File: config.mk
export PLATFORM = sky130hd
export DESIGN_NAME = gate_arbiter
export DESIGN_NICKNAME = d
export VERILOG_FILES = /design/src/rtl/gate_arbiter.sv
export SDC_FILE = /design/constraint.sdc
export NUM_CORES = 1
export LEC_CHECK = 0
export BUFFER_PORTS_ARGS = -buffer_cell sky130_fd_sc_hd__clkbuf_2
export CAP_MARGIN = 10
export CORE_AREA = 4 4 42 44
export DETAILED_ROUTE_END_ITERATION = 8
export DIE_AREA = 0 0 46 48
export GPL_ROUTABILITY_DRIVEN = 0
export PLACE_DENSITY = 0.8
export SYNTH_ARGS = -nofsm -noshare
export SYNTH_HDL_FRONTEND = slang
export SYNTH_SLANG_ARGS = --single-unit
File: constraint.sdc
create_clock -name clk -period 3.3 [get_ports clk]
set_clock_uncertainty 0.05 [all_clocks]
set_input_delay 0.66 -clock clk [delete_from_list [all_inputs] [get_ports clk]]
set_output_delay 0.66 -clock clk [all_outputs]
set_load 0.005 [all_outputs]
File: src/rtl/gate_arbiter.sv
`default_nettype none
// ============================================================================
// Module   : gate_arbiter
// Purpose  : Shares one parking-lot barrier between the entry and exit
//            requesters. Grants one direction at a time, refuses entry when
//            the lot is full and exit when it is empty, and alternates on
//            contention. Emits inc/dec pulses only on an actual passage.
// Revision : 1.0 - initial release
// ============================================================================
module gate_arbiter #(
  parameter int CAP     = 7,
  parameter int CNT_W   = 3,
  parameter int TIMEOUT = 16,
  parameter int HOLD    = 2
) (
  input  logic             clk,
  input  logic             reset,
  input  logic             req_in,
  input  logic             req_out,
  input  logic             passed,
  input  logic [CNT_W-1:0] count,
  output logic             gate_open,
  output logic             grant_in,
  output logic             grant_out,
  output logic             inc,
  output logic             dec,
  output logic             timeout,
  output logic             full,
  output logic             empty
);

  // One timer serves both the open phase and the closed hold phase
  localparam int TMAX = (TIMEOUT > HOLD) ? TIMEOUT : HOLD;
  localparam int TW   = $clog2(TMAX + 1);

  localparam logic [TW-1:0]    TO_LAST   = TW'(TIMEOUT - 1);
  localparam logic [TW-1:0]    HOLD_LAST = TW'(HOLD - 1);
  localparam logic [CNT_W:0]   CAP_V     = (CNT_W + 1)'(CAP);

  typedef enum logic [1:0] {
    S_IDLE     = 2'd0,
    S_OPEN_IN  = 2'd1,
    S_OPEN_OUT = 2'd2,
    S_HOLD     = 2'd3
  } state_t;

  state_t          state_q, state_d;
  logic [TW-1:0]   timer_q, timer_d;
  logic            last_in_q, last_in_d;   // 1: entry was served last
  logic            gate_open_q, gate_open_d;
  logic            grant_in_q, grant_in_d;
  logic            grant_out_q, grant_out_d;
  logic            inc_q, inc_d;
  logic            dec_q, dec_d;
  logic            timeout_q, timeout_d;

  logic            entry_ok;
  logic            exit_ok;

  // Occupancy status follows the counter with no latency
  assign full     = ({1'b0, count} >= CAP_V);
  assign empty    = (count == '0);
  assign entry_ok = req_in & ~full;
  assign exit_ok  = req_out & ~empty;

  // Next-state, timer, priority and registered-output computation
  always_comb begin
    state_d   = state_q;
    timer_d   = timer_q + TW'(1);
    last_in_d = last_in_q;
    inc_d     = 1'b0;
    dec_d     = 1'b0;
    timeout_d = 1'b0;

    unique case (state_q)
      S_IDLE: begin
        timer_d = '0;
        // On contention the direction not served last wins
        if (entry_ok && (!exit_ok || !last_in_q)) begin
          state_d   = S_OPEN_IN;
          last_in_d = 1'b1;
        end else if (exit_ok) begin
          state_d   = S_OPEN_OUT;
          last_in_d = 1'b0;
        end
      end
      S_OPEN_IN, S_OPEN_OUT: begin
        // Passage takes precedence over a coincident expiry
        if (passed) begin
          state_d = S_HOLD;
          timer_d = '0;
          inc_d   = (state_q == S_OPEN_IN);
          dec_d   = (state_q == S_OPEN_OUT);
        end else if (timer_q == TO_LAST) begin
          state_d   = S_HOLD;
          timer_d   = '0;
          timeout_d = 1'b1;
        end
      end
      S_HOLD: begin
        if (timer_q == HOLD_LAST) begin
          state_d = S_IDLE;
          timer_d = '0;
        end
      end
      default: begin
        state_d = S_IDLE;
        timer_d = '0;
      end
    endcase

    gate_open_d = (state_d == S_OPEN_IN) || (state_d == S_OPEN_OUT);
    grant_in_d  = (state_d == S_OPEN_IN);
    grant_out_d = (state_d == S_OPEN_OUT);
  end

  // State and output registers with synchronous reset
  always_ff @(posedge clk) begin
    if (reset) begin
      state_q     <= S_IDLE;
      timer_q     <= '0;
      last_in_q   <= 1'b0;
      gate_open_q <= 1'b0;
      grant_in_q  <= 1'b0;
      grant_out_q <= 1'b0;
      inc_q       <= 1'b0;
      dec_q       <= 1'b0;
      timeout_q   <= 1'b0;
    end else begin
      state_q     <= state_d;
      timer_q     <= timer_d;
      last_in_q   <= last_in_d;
      gate_open_q <= gate_open_d;
      grant_in_q  <= grant_in_d;
      grant_out_q <= grant_out_d;
      inc_q       <= inc_d;
      dec_q       <= dec_d;
      timeout_q   <= timeout_d;
    end
  end

  assign gate_open = gate_open_q;
  assign grant_in  = grant_in_q;
  assign grant_out = grant_out_q;
  assign inc       = inc_q;
  assign dec       = dec_q;
  assign timeout   = timeout_q;

endmodule
`default_nettype wire

# Word level (Yosys, flattened, before mapping)
# Cells that the tools add are included.
dict set report word_totals {
  ff_bits 14
  inputBits 8
  output_inout_bits 8
  wordCells 49
}
dict set report classes {
  n_addsub 1
  magnitude_cmp 1
  n_eq_ne 7
  mux 13
  bitwise 6
  n_reduce_logical 12
}
# cell count
set op_table {}
lappend op_table {{$mux W5} 3}
lappend op_table {{$pmux W5 S3} 1}
lappend op_table {{$mux W2} 5}
lappend op_table {{$eq A2 B2 Y1 const B} 3}
lappend op_table {{$pmux W2 S3} 1}
lappend op_table {{$reduce_or A3 Y1} 2}
lappend op_table {{$add A5 B1 Y5 const B} 1}
lappend op_table {{$eq A5 B1 Y1 const B} 1}
lappend op_table {{$eq A5 B4 Y1 const B} 1}
lappend op_table {{$eq A2 B1 Y1 const B} 2}
lappend op_table {{$not A1 Y1} 4}
lappend op_table {{$ge A3 B3 Y1 const B} 1}
lappend op_table {{$logic_not A3 Y1} 1}
lappend op_table {{$mux W1} 3}
lappend op_table {{$and A1 B1 Y1} 2}
lappend op_table {{$logic_not A1 Y1} 2}
lappend op_table {{$logic_not A2 Y1} 1}
lappend op_table {{$logic_or A1 B1 Y1} 2}
lappend op_table {{$reduce_and A2 Y1} 1}
lappend op_table {{$reduce_bool A2 Y1} 1}
lappend op_table {{$reduce_or A2 Y1} 1}
lappend op_table {{$logic_and A1 B1 Y1} 1}

# Depth between registers and ports, before layout
# Gate-level depths: netlist of the first run.
dict set report logic_depth {
  ltp_word 10
  depth_mapped 10
  mapped_depth_nobuf 10
}

# Worst setup path after synthesis of the first run
# OpenSTA, ideal clock, no wires.
dict set report synth_path {
  kind {reg-to-reg}
  start {register timer_q[0]}
  end {register gate_open_q, in the netlist gate_open}
  setup_time_ns 0.064
  arrival_ns 1.836
  required_ns 3.186
  setup_slack_ns 1.351
  path_stages_with_launch 10
  n_path_buf 0
  synth_period_minus_slack_ns 1.949
  path_cell_list {dfxtp_1 ha_1 nand3_1 inv_1 ha_1 o21a_1 or3_1 o211a_2 ha_1 nor2_1}
}
dict set report synth_via {
  elab_chain_len 6
  elab_cells_between_ends 9
  cone_classes {4 x eq/ne; 4 x mux; 1 x reduce/logical}
}
# item line
set synth_lines {}
lappend synth_lines {{start, declared} 48} ;# logic [TW-1:0] timer_q, timer_d;
lappend synth_lines {{start signal, assigned} 131} ;# timer_q <= timer_d;
lappend synth_lines {{$eq A5 B4 Y1} 94} ;# end else if (timer_q == TO_LAST) begin
lappend synth_lines {{$mux W2} 94}
lappend synth_lines {{$mux W2} 89} ;# if (passed) begin
lappend synth_lines {{$pmux W2 S3 *} 75} ;# unique case (state_q)
lappend synth_lines {{$eq A2 B1 Y1 or $eq A2 B2 Y1 (tied branches)} 112} ;# gate_open_d = (state_d == S_OPEN_IN) || (state_d == S_OPEN_OUT);
lappend synth_lines {{$logic_or A1 B1 Y1 *} 112}
lappend synth_lines {{end signal, assigned} 133} ;# gate_open_q <= gate_open_d;
lappend synth_lines {{end, declared} 50} ;# logic gate_open_q, gate_open_d;
# Every way passes the cells marked *; elsewhere a longest branch is shown, timed or not.
# A chain may end at the register's enable or synchronous reset.

# Worst setup path in the final report of the first run
# Same ends and word-level chain as after synthesis.

==> results of run 1 <==
-- final cells by class --
class / count / share of cell area, %
sequential: 14 / 34.25
timing repair buffer: 15 / 9.174
multi-input combinational: 52 / 48.62
clock buffer: 3 / 2.752
inverter: 6 / 2.752
tap: 16 / 2.446
-- final timing paths --
kind / to / cells past startpoint / start
max: gate_open$_SDFF_PP0_ / 9 / timer_q[0]$_SDFF_PP0_
min: timer_q[0]$_SDFF_PP0_ / 1 / timer_q[0]$_SDFF_PP0_
max reg2reg: gate_open$_SDFF_PP0_ / 9 / timer_q[0]$_SDFF_PP0_
min reg2reg: timer_q[0]$_SDFF_PP0_ / 1 / timer_q[0]$_SDFF_PP0_
-- flip-flops by register name, summed over array words and instances, names as in the netlist --
name and cells:
timer_q 5, state_q 2, dec 1, gate_open 1
grant_in 1, grant_out 1, inc 1, last_in_q 1
timeout 1
-- Yosys cell counts, types with 2 or more instances --
cell type	number	area share (%)
nand3b_1	2	2.1
nor2b_1	5	4.4
inv_1	6	3.2
dfxtp_1	14	40
or3_1	2	1.8
nor2_1	7	3.7
o21ai_0	2	1.4
a22oi_1	2	2.1
a21oi_1	2	1.4
ha_1	9	16
and3_1	3	2.7
nand3_1	2	1.4
-- cell families after synthesis --
family,after synthesis,share of synthesized area [%]
AND/OR/NAND/NOR,27,23.44
AO/OA/AOI/OAI,14,14.57
flip-flops,14,39.79
adder cells (fa/ha/maj),9,15.99
buffers and inverters,7,3.729
XOR/XNOR,2,2.487
-- power breakdown --
group,total (mW),internal (mW),switching (mW)
clock,0.0914,0.0423,0.0491
combinational,0.187,0.0930,0.0941
sequential,0.214,0.196,0.0176
total,0.492,0.331,0.161
-- per-layer routing --
| metal | vias up | track usage, % |
|---|---|---|
| li1 | 298 | - |
| met1 | 249 | 13.68 |
| met2 | 13 | 19.78 |
| met5 | - | 0 |
| met3 | 4 | 2.256 |
| met4 | 0 | 10.23 |
-- per-stage QoR --
step | hold slack (ps) | worst slack [ps]
global placement | 398.0 | 1293
detailed placement | 415.2 | 1246
CTS | 433.8 | 1224
finish | 426.7 | 1243
global route | 465.2 | 1100
floorplan | 383.4 | 1351
==> impl_metrics.env, run 1 <==
export IMPL_grt_overflow=0
export IMPL_crit_top_cell="ha_1"
export IMPL_cts_buffer_depth=2
export IMPL_dpl_cell_count=103
export IMPL_hold_class="reg2reg"
export IMPL_max_freq_ghz=0.4862
export IMPL_grt_max_degree=10
export IMPL_die_x_um=46
export IMPL_start_util_pct=49.04
export IMPL_cap_viol_max_count=0
export IMPL_static_leakage_power_nw=0.3729
export IMPL_wl_met1_um=567
export IMPL_setup_viol=0
export IMPL_netlist_area_um2=704.4
export IMPL_rsz0062_at_grt="false"
export IMPL_final_cell_area_um2=818.3
export IMPL_port_buffers=15
export IMPL_grt_pass1_vias=492
export IMPL_finalHoldViolCount=0
export IMPL_fin_nets=109
export IMPL_via_per_inst=5.321
export IMPL_avgSynthCellArea_um2=9.650
export IMPL_root_buffer="clkbuf_4"
export IMPL_power_total_mw=0.4920
export IMPL_drc_errors=0
export IMPL_synthToLayoutAreaGrowth_pct=16.16
export IMPL_cp_max_fo=4
export IMPL_cpPeakStageDelay_ps=340
export IMPL_path_delay_family="adder cells"
export IMPL_netlist_instances=73
export IMPL_slew_violations=0
export IMPL_clock_latency_ps=270
export IMPL_track_usage_pct=12.15
export IMPL_postCtsSetupBuffers=0
export IMPL_top_layer="met4"
export IMPL_antenna_found_initial=0
export IMPL_layout_worst_path_cycle_share_pct=62.33
export IMPL_io_pins=16
export IMPL_hpwlAfterDp_um=913.2
export IMPL_yosysSeqAreaShare_pct=39.79
export IMPL_antenna_cells=0
export IMPL_drive_gt1_share_pct=23.33
export IMPL_synth_edf_count=0
export IMPL_vias=564
export IMPL_cts_tree="done"
export IMPL_crit_required_ps=3460
export IMPL_cts_buffers=3
export IMPL_cp_arrival_ps=2220
export IMPL_dieArea_um2=2208
export IMPL_synthArstFlopShare_pct=0
export IMPL_hold_buffers=0
export IMPL_rows=14
export IMPL_first_pass_iters=4
export IMPL_wl_met2_um=481
export IMPL_layout_common_cells="15 x clkbuf_2, 14 x dfxtp_1, 9 x ha_1"
export IMPL_fillers=125
export IMPL_multi_input_area_um2=397.9
export IMPL_worst_path_max_delay_cell="dfxtp_1"
export IMPL_r2r_setup_slack_ps=1240
export IMPL_placedInstanceArea_um2=795.8
export IMPL_htree_levels=1
export IMPL_wl_per_cell_um=10.74
export IMPL_synth_top_flop_cell="dfxtp_1"
export IMPL_worst_setup_path_type="reg2reg"
export IMPL_die_y_um=48
export IMPL_fin_cells=106
export IMPL_grt_pass1_wl_mm=1.876
export IMPL_slew_headroom_pct=76.77
export IMPL_worst_pin_slew_ps=347.4
export IMPL_outcome="completed"
export IMPL_cp_start_kind="flop"
export IMPL_clk_pin_slew_ps=70
export IMPL_clkSinkCount=14
export IMPL_final_seq_area_um2=280.3
export IMPL_synth_fp_nets=90
export IMPL_power_density_nw_per_um2=601.2
export IMPL_peakVddDrop_v=0.0003580
export IMPL_synth_cell_type_count=29
export IMPL_wl_mm=1.138
export IMPL_min_period_ps=2057
export IMPL_path_buf_inv=1
export IMPL_drt_initial_drc_count=6
export IMPL_setup_tns_ps=0
export IMPL_cts_resized_gates=0
export IMPL_ys_warn_count=0
export IMPL_synth_seq_cells=14
export IMPL_final_common_cell="clkbuf_2"
export IMPL_end_kind="flop"
export IMPL_ant_nets=0
export IMPL_routed_wl_met3_um=61
export IMPL_final_util_pct=56.97
export IMPL_coreArea_um2=1436
export IMPL_crit_chain="ha_1 -> nand3_1 -> inv_1 -> ha_1 -> o21a_1 -> or3_1 -> o211a_2 -> ha_1 -> nor2_1"
(Power assumes the default switching activity.)
==> run 2, diff against run 1 <==
ABC_AREA = 1   (was default)
CORE_AREA = 4 4 43 45   (was 4 4 42 44)
DIE_AREA = 0 0 47 49   (was 0 0 46 48)
PLACE_DENSITY = 0.77   (was 0.8)
clock period = 1.9 ns   (was 3.3 ns; I/O delays follow)
==> impl_metrics.env, run 2 <==
export IMPL_outcome="completed"
export IMPL_vias=581
export IMPL_ys_top_cells_by_area="dfxtp_1 40%, ha_1 16%, inv_1 8.5%, nand3_1 6.4%, nand2_2 5.3%"
export IMPL_cap_viol_max_count=0
export IMPL_grt_overflow=0
export IMPL_drt_initial_drc_count=7
export IMPL_seq_power_share_pct=48.7
export IMPL_grt_max_degree=9
export IMPL_pwr_share_clk_pct=32.0
export IMPL_layout_common_cells="15 x inv_1, 15 x clkbuf_2, 12 x dfxtp_1"
export IMPL_worst_path_max_delay_cell="dfxtp_4"
export IMPL_yosysMostFrequentCell="inv_1"
export IMPL_static_leakage_power_nw=0.4316
export IMPL_postCtsSetupBuffers=0
export IMPL_path_buf_inv=2
export IMPL_clock_latency_ps=270
export IMPL_slew_headroom_pct=85.50
export IMPL_finalHoldViolCount=0
export IMPL_port_buffers=15
export IMPL_coreArea_um2=1471
export IMPL_layout_worst_path_cycle_share_pct=91.23
export IMPL_synth_top_area_share_pct=39.65
export IMPL_first_pass_iters=4
export IMPL_synthArstFlopShare_pct=0
export IMPL_synth_top_area_cell="dfxtp_1"
export IMPL_netlist_area_um2=706.9
export IMPL_io_pins=16
export IMPL_drc_errors=0
export IMPL_via_per_inst=4.724
export IMPL_synth_edf_count=0
export IMPL_root_buffer="clkbuf_4"
export IMPL_power_switching_mw=0.1779
export IMPL_power_total_mw=0.6529
export IMPL_crit_top_cell="nand2_2"
export IMPL_synth_fp_nets=105
export IMPL_start_util_pct=48.04
export IMPL_final_util_pct=59.10
export IMPL_antenna_cells=0
export IMPL_end_kind="flop"
export IMPL_cts_buffers=3
export IMPL_clkSinkCount=14
export IMPL_drive_gt1_share_pct=33.64
export IMPL_p_sw_share_pct=27.25
export IMPL_grt_pass1_wl_mm=2.014
export IMPL_ant_nets=0
export IMPL_crit_required_ps=2070
export IMPL_r2r_start="timer_q[0]$_SDFF_PP0_"
export IMPL_yosysSeqAreaShare_pct=39.65
export IMPL_dpl_cell_count=119
export IMPL_setup_tns_ps=0
export IMPL_worst_setup_path_type="reg2reg"
export IMPL_fin_cells=123
export IMPL_synth_cell_type_count=17
export IMPL_netlist_instances=88
export IMPL_path_delay_family="adder cells"
export IMPL_cp_start_kind="flop"
export IMPL_synthToLayoutAreaGrowth_pct=23.01
export IMPL_top_regs="timer_q: 5 flops, state_q: 2 flops"
export IMPL_ys_warn_count=0
export IMPL_startpoint="timer_q[0]$_SDFF_PP0_"
export IMPL_synth_common_cells="16 x inv_1, 14 x dfxtp_1"
export IMPL_top_register="timer_q"
export IMPL_die_y_um=49
export IMPL_synth_top_flop_cell="dfxtp_1"
export IMPL_cpPeakStageDelay_ps=370
export IMPL_largest_register_ffs=5
export IMPL_peakVddDrop_v=0.0004967
export IMPL_cts_tree="done"
export IMPL_fin_nets=125
export IMPL_hpwlAfterDp_um=950.7
export IMPL_power_density_nw_per_um2=750.8
export IMPL_cp_max_fo=4
export IMPL_cts_buffer_depth=2
export IMPL_slew_violations=0
export IMPL_setup_viol=0
export IMPL_grt_pass1_vias=552
export IMPL_rows=14
export IMPL_worst_pin_slew_ps=217.5
export IMPL_dieArea_um2=2303
export IMPL_clk_pin_slew_ps=80
export IMPL_avgSynthCellArea_um2=8.033
export IMPL_worstHoldStart="passed"
export IMPL_hold_class="in2reg"
export IMPL_die_x_um=47
export IMPL_wl_mm=1.222
export IMPL_min_period_ps=1733
export IMPL_synth_seq_cells=14
export IMPL_cp_arrival_ps=1900
export IMPL_wl_per_cell_um=9.935
export IMPL_wl_met2_um=608
export IMPL_max_freq_ghz=0.5769
export IMPL_antenna_found_initial=0
export IMPL_track_usage_pct=11.62
export IMPL_internal_power_mw=0.4750
export IMPL_crit_chain="ha_4 -> nand3_2 -> inv_2 -> ha_1 -> inv_1 -> nand2_2 -> nand2_2 -> a21oi_1 -> nand2_2 -> nand3_2 -> ha_1 -> nor2_1"
export IMPL_routed_wl_met3_um=70
export IMPL_wl_met1_um=543
export IMPL_combPwrFrac_pct=19.3
export IMPL_top_layer="met3"
export IMPL_htree_levels=1
==> run 2: cell types whose count changed after synthesis, moves of 2 or more <==
| cell | delta |
|---|---|
| nor2_1 | +2 |
| nand3b_1 | -2 |
| inv_1 | +10 |
| nand3_1 | +7 |
| a22oi_1 | -2 |
| nand2_1 | +8 |
| nand2_2 | +6 |
| and3_1 | -3 |
| nor2b_1 | -5 |
| or3_1 | -2 |
| nand3_2 | +2 |
==> run 2: power groups by stage <==
stage                     combinational, mW  sequential, mW  clock, mW
after floorplan                      0.0841           0.326          0
after global placement                0.118           0.326          0
after detailed placement              0.123           0.327          0
after CTS                             0.124           0.320      0.218
after global routing                  0.146           0.319      0.230
final                                 0.126           0.318      0.209
==> run 2: worst paths after layout <==
path | slack (ps) | depth (start not counted) | end
worst max register to register | 170 | 12 | gate_open$_SDFF_PP0_
worst min-delay path | 240 | 2 | timeout$_SDFF_PP0_
worst min register to register | 400 | 1 | timer_q[0]$_SDFF_PP0_
worst max-delay path | 170 | 12 | gate_open$_SDFF_PP0_
==> run 2: worst reg2reg max path, stage by stage (launching register included) <==
cell and delay (ps):
dfxtp_4 370, ha_4 160, nand3_2 80, inv_2 40, ha_1 160, inv_1 80, nand2_2 60, nand2_2 70
a21oi_1 70, nand2_2 80, nand3_2 80, ha_1 300, nor2_1 80
==> run 2: metrics by stage <==
step	area (um2)	setup slack, ps	hold WS [ps]
3_5_place_dp	802.0	38.93	408.3
5_1_grt	869.6	-6.271	241.9
6_report	869.6	166.7	237.3
4_1_cts	838.3	17.34	230.9
2_1_floorplan	706.9	191.2	383.4
3_3_place_gp	802.0	98.78	397.6
==> run 2: routing by layer <==
layer  vias up  GRT usage (%)
met5         -              0
met4         0          2.765
met3         0          6.273
met2        12          17.42
met1       258          14.35
li1        311              -
==> run 2: final cells by class <==
type / count / area (um2)
fillers: 134 / 601.8
multi-input cells: 57 / 386.6
flip-flops and latches: 14 / 287.8
repair buffers: 15 / 75.07
inverters: 17 / 63.81
clock buffers: 4 / 36.28
well taps: 16 / 20.02
==> run 2: what timing repair did <==
action	4_1_cts	5_1_grt
resized for setup	0	10
hold buffers	0	0
endpoints found under the setup margin	0	2
==> run 2: logic make-up after synthesis <==
| kind of cell | Yosys count | share of synthesized area (%) |
|---|---|---|
| buffers and inverters | 17 | 9.026 |
| xor gates and xnor gates | 2 | 2.478 |
| AOI/OAI and AO/OA | 7 | 5.132 |
| adders and majority gates | 9 | 15.93 |
| and+or+nand+nor | 39 | 27.79 |
| DFF | 14 | 39.65 |
==> run 3, diff against run 2 <==
BUFFER_PORTS_ARGS = default   (was -buffer_cell sky130_fd_sc_hd__clkbuf_2)
CORE_AREA = 4 4 41 43   (was 4 4 43 45)
DIE_AREA = 0 0 45 47   (was 0 0 47 49)
DONT_BUFFER_PORTS = 1   (was default)
PLACE_DENSITY = 0.73   (was 0.77)
REMOVE_ABC_BUFFERS = 1   (was default)
==> impl_metrics.env, run 3 (synthesized netlist as in run 2, its figures left out) <==
export IMPL_hpwlAfterDp_um=899
export IMPL_first_pass_iters=4
export IMPL_final_common_cell="inv_1"
export IMPL_max_freq_ghz=0.5749
export IMPL_crit_path_end="gate_open$_SDFF_PP0_"
export IMPL_dpl_cell_count=104
export IMPL_r2r_cells=13
export IMPL_cp_start_kind="flop"
export IMPL_end_kind="flop"
export IMPL_fin_nets=112
export IMPL_antenna_cells=0
export IMPL_cp_max_fo=3
export IMPL_dieArea_um2=2115
export IMPL_worst_setup_path_type="reg2reg"
export IMPL_startpoint="timer_q[1]$_SDFF_PP0_"
export IMPL_grt_overflow=0
export IMPL_slew_violations=0
export IMPL_slew_headroom_pct=83.83
export IMPL_rows=13
export IMPL_drt_initial_drc_count=4
export IMPL_fillers=118
export IMPL_crit_required_ps=2070
export IMPL_die_y_um=47
export IMPL_cap_viol_max_count=0
export IMPL_dp_slack_ps=82.94
export IMPL_multi_input_area_um2=380.4
export IMPL_outcome="completed"
export IMPL_synthToLayoutAreaGrowth_pct=12.74
export IMPL_top_register="timer_q"
export IMPL_track_usage_pct=12.93
export IMPL_min_period_ps=1740
export IMPL_wl_per_cell_um=11.16
export IMPL_final_util_pct=61.25
export IMPL_clk_pin_slew_ps=90
export IMPL_fin_cells=109
export IMPL_layout_common_cells="15 x inv_1, 12 x dfxtp_1, 9 x nor2_1, 9 x nand2_1"
export IMPL_setup_viol=0
export IMPL_clkSinkCount=14
export IMPL_cts_buffers=3
export IMPL_largest_register_ffs=5
export IMPL_root_buffer="clkbuf_4"
export IMPL_layout_worst_path_cycle_share_pct=91.55
export IMPL_cts_buffer_depth=2
export IMPL_worst_pin_slew_ps=240.0
export IMPL_io_pins=16
export IMPL_ant_nets=0
export IMPL_hold_class="in2reg"
export IMPL_grt_pass1_vias=524
export IMPL_port_buffers=0
export IMPL_via_per_inst=4.817
export IMPL_hold_buffers=0
export IMPL_vias=525
export IMPL_fin_ws_ps=160.5
export IMPL_die_x_um=45
export IMPL_grt_max_degree=9
export IMPL_power_density_nw_per_um2=797.8
export IMPL_peakVddDrop_v=0.0004774
export IMPL_htree_levels=1
export IMPL_final_seq_area_um2=282.8
export IMPL_cts_tree="done"
export IMPL_r2r_setup_slack_ps=160
export IMPL_static_leakage_power_nw=0.3760
export IMPL_grt_pass1_wl_mm=1.994
export IMPL_clock_latency_ps=270
export IMPL_top_regs="timer_q: 5 flops, state_q: 2 flops"
export IMPL_r2r_end="gate_open$_SDFF_PP0_"
export IMPL_coreArea_um2=1301
export IMPL_antenna_found_initial=0
export IMPL_wl_mm=1.216
export IMPL_finalHoldViolCount=0
export IMPL_cp_arrival_ps=1910
export IMPL_start_util_pct=54.33
export IMPL_r2r_start="timer_q[1]$_SDFF_PP0_"
export IMPL_drive_gt1_share_pct=22.34
export IMPL_drc_errors=0
==> run 3: changes by cell type in the layout (fill, tap and decap cells not counted), sizes merged <==
cell	previous run	this run
buf	0	2
clkbuf	19	4
==> run 3: worst min path at each step <==
stage                     depth (start not counted)                     end  slack (ps)                  start
after floorplan                                   1   timer_q[0]$_SDFF_PP0_         380  timer_q[0]$_SDFF_PP0_
after global placement                            1    gate_open$_SDFF_PP0_         400                  reset
after detailed placement                          1    gate_open$_SDFF_PP0_         400                  reset
after CTS                                         1    gate_open$_SDFF_PP0_         100                  reset
after global routing                              1  last_in_q$_SDFFE_PP0P_         100                  reset
final                                             1  last_in_q$_SDFFE_PP0P_         110                  reset
==> run 3: timing repair <==
item | CTS | global route
endpoints found under the setup margin | 0 | 2
buffers inserted | 0 | 1
resized for setup | 0 | 6
==> run 3: report_power, final <==
part | total, mW | internal (mW) | leakage, nW | switching (mW)
sequential | 0.323 | 0.311 | 0.115 | 0.0120
combinational | 0.102 | 0.0371 | 0.240 | 0.0652
clock | 0.210 | 0.116 | 0.0210 | 0.0942
==> run 3: cell type report <==
| type | instances | area share (%) |
|---|---|---|
| clock buffers | 4 | 4.553 |
| inverters | 17 | 8.006 |
| multi-input cells | 57 | 47.72 |
| flip-flops and latches | 14 | 35.48 |
| well taps | 15 | 2.355 |
| repair buffers | 2 | 1.884 |
==> run 3: per-stage QoR <==
step | TNS [ps] | area (um2) | hold slack (ps) | total power [mW]
2_1_floorplan | 0 | 706.9 | 383.4 | 0.4104
3_3_place_gp | 0 | 733.2 | 398.8 | 0.4273
3_5_place_dp | 0 | 733.2 | 402.6 | 0.4302
4_1_cts | 0 | 769.5 | 100.4 | 0.6435
5_1_grt | -13.46 | 797.0 | 99.11 | 0.6734
6_report | 0 | 797.0 | 112.2 | 0.6358
==> run 3: worst max-delay path, cell delays in order (launching register included) <==
cell	delay (ps)
dfxtp_2	370
ha_4	140
nand3_2	90
inv_2	60
ha_1	120
inv_1	50
nand2_2	70
nand2_1	60
a21oi_1	140
nand2_1	80
nand2_2	80
inv_1	40
ha_1	260
nor2_1	70
==> run 3: routing by layer <==
metal | GRT usage, % | wire length, um | vias up
met5 | 0 | 0 | -
met2 | 21.47 | 557 | 9
met4 | 7.018 | 11 | 0
li1 | - | - | 287
met1 | 15.63 | 599 | 227
met3 | 2.682 | 48 | 2
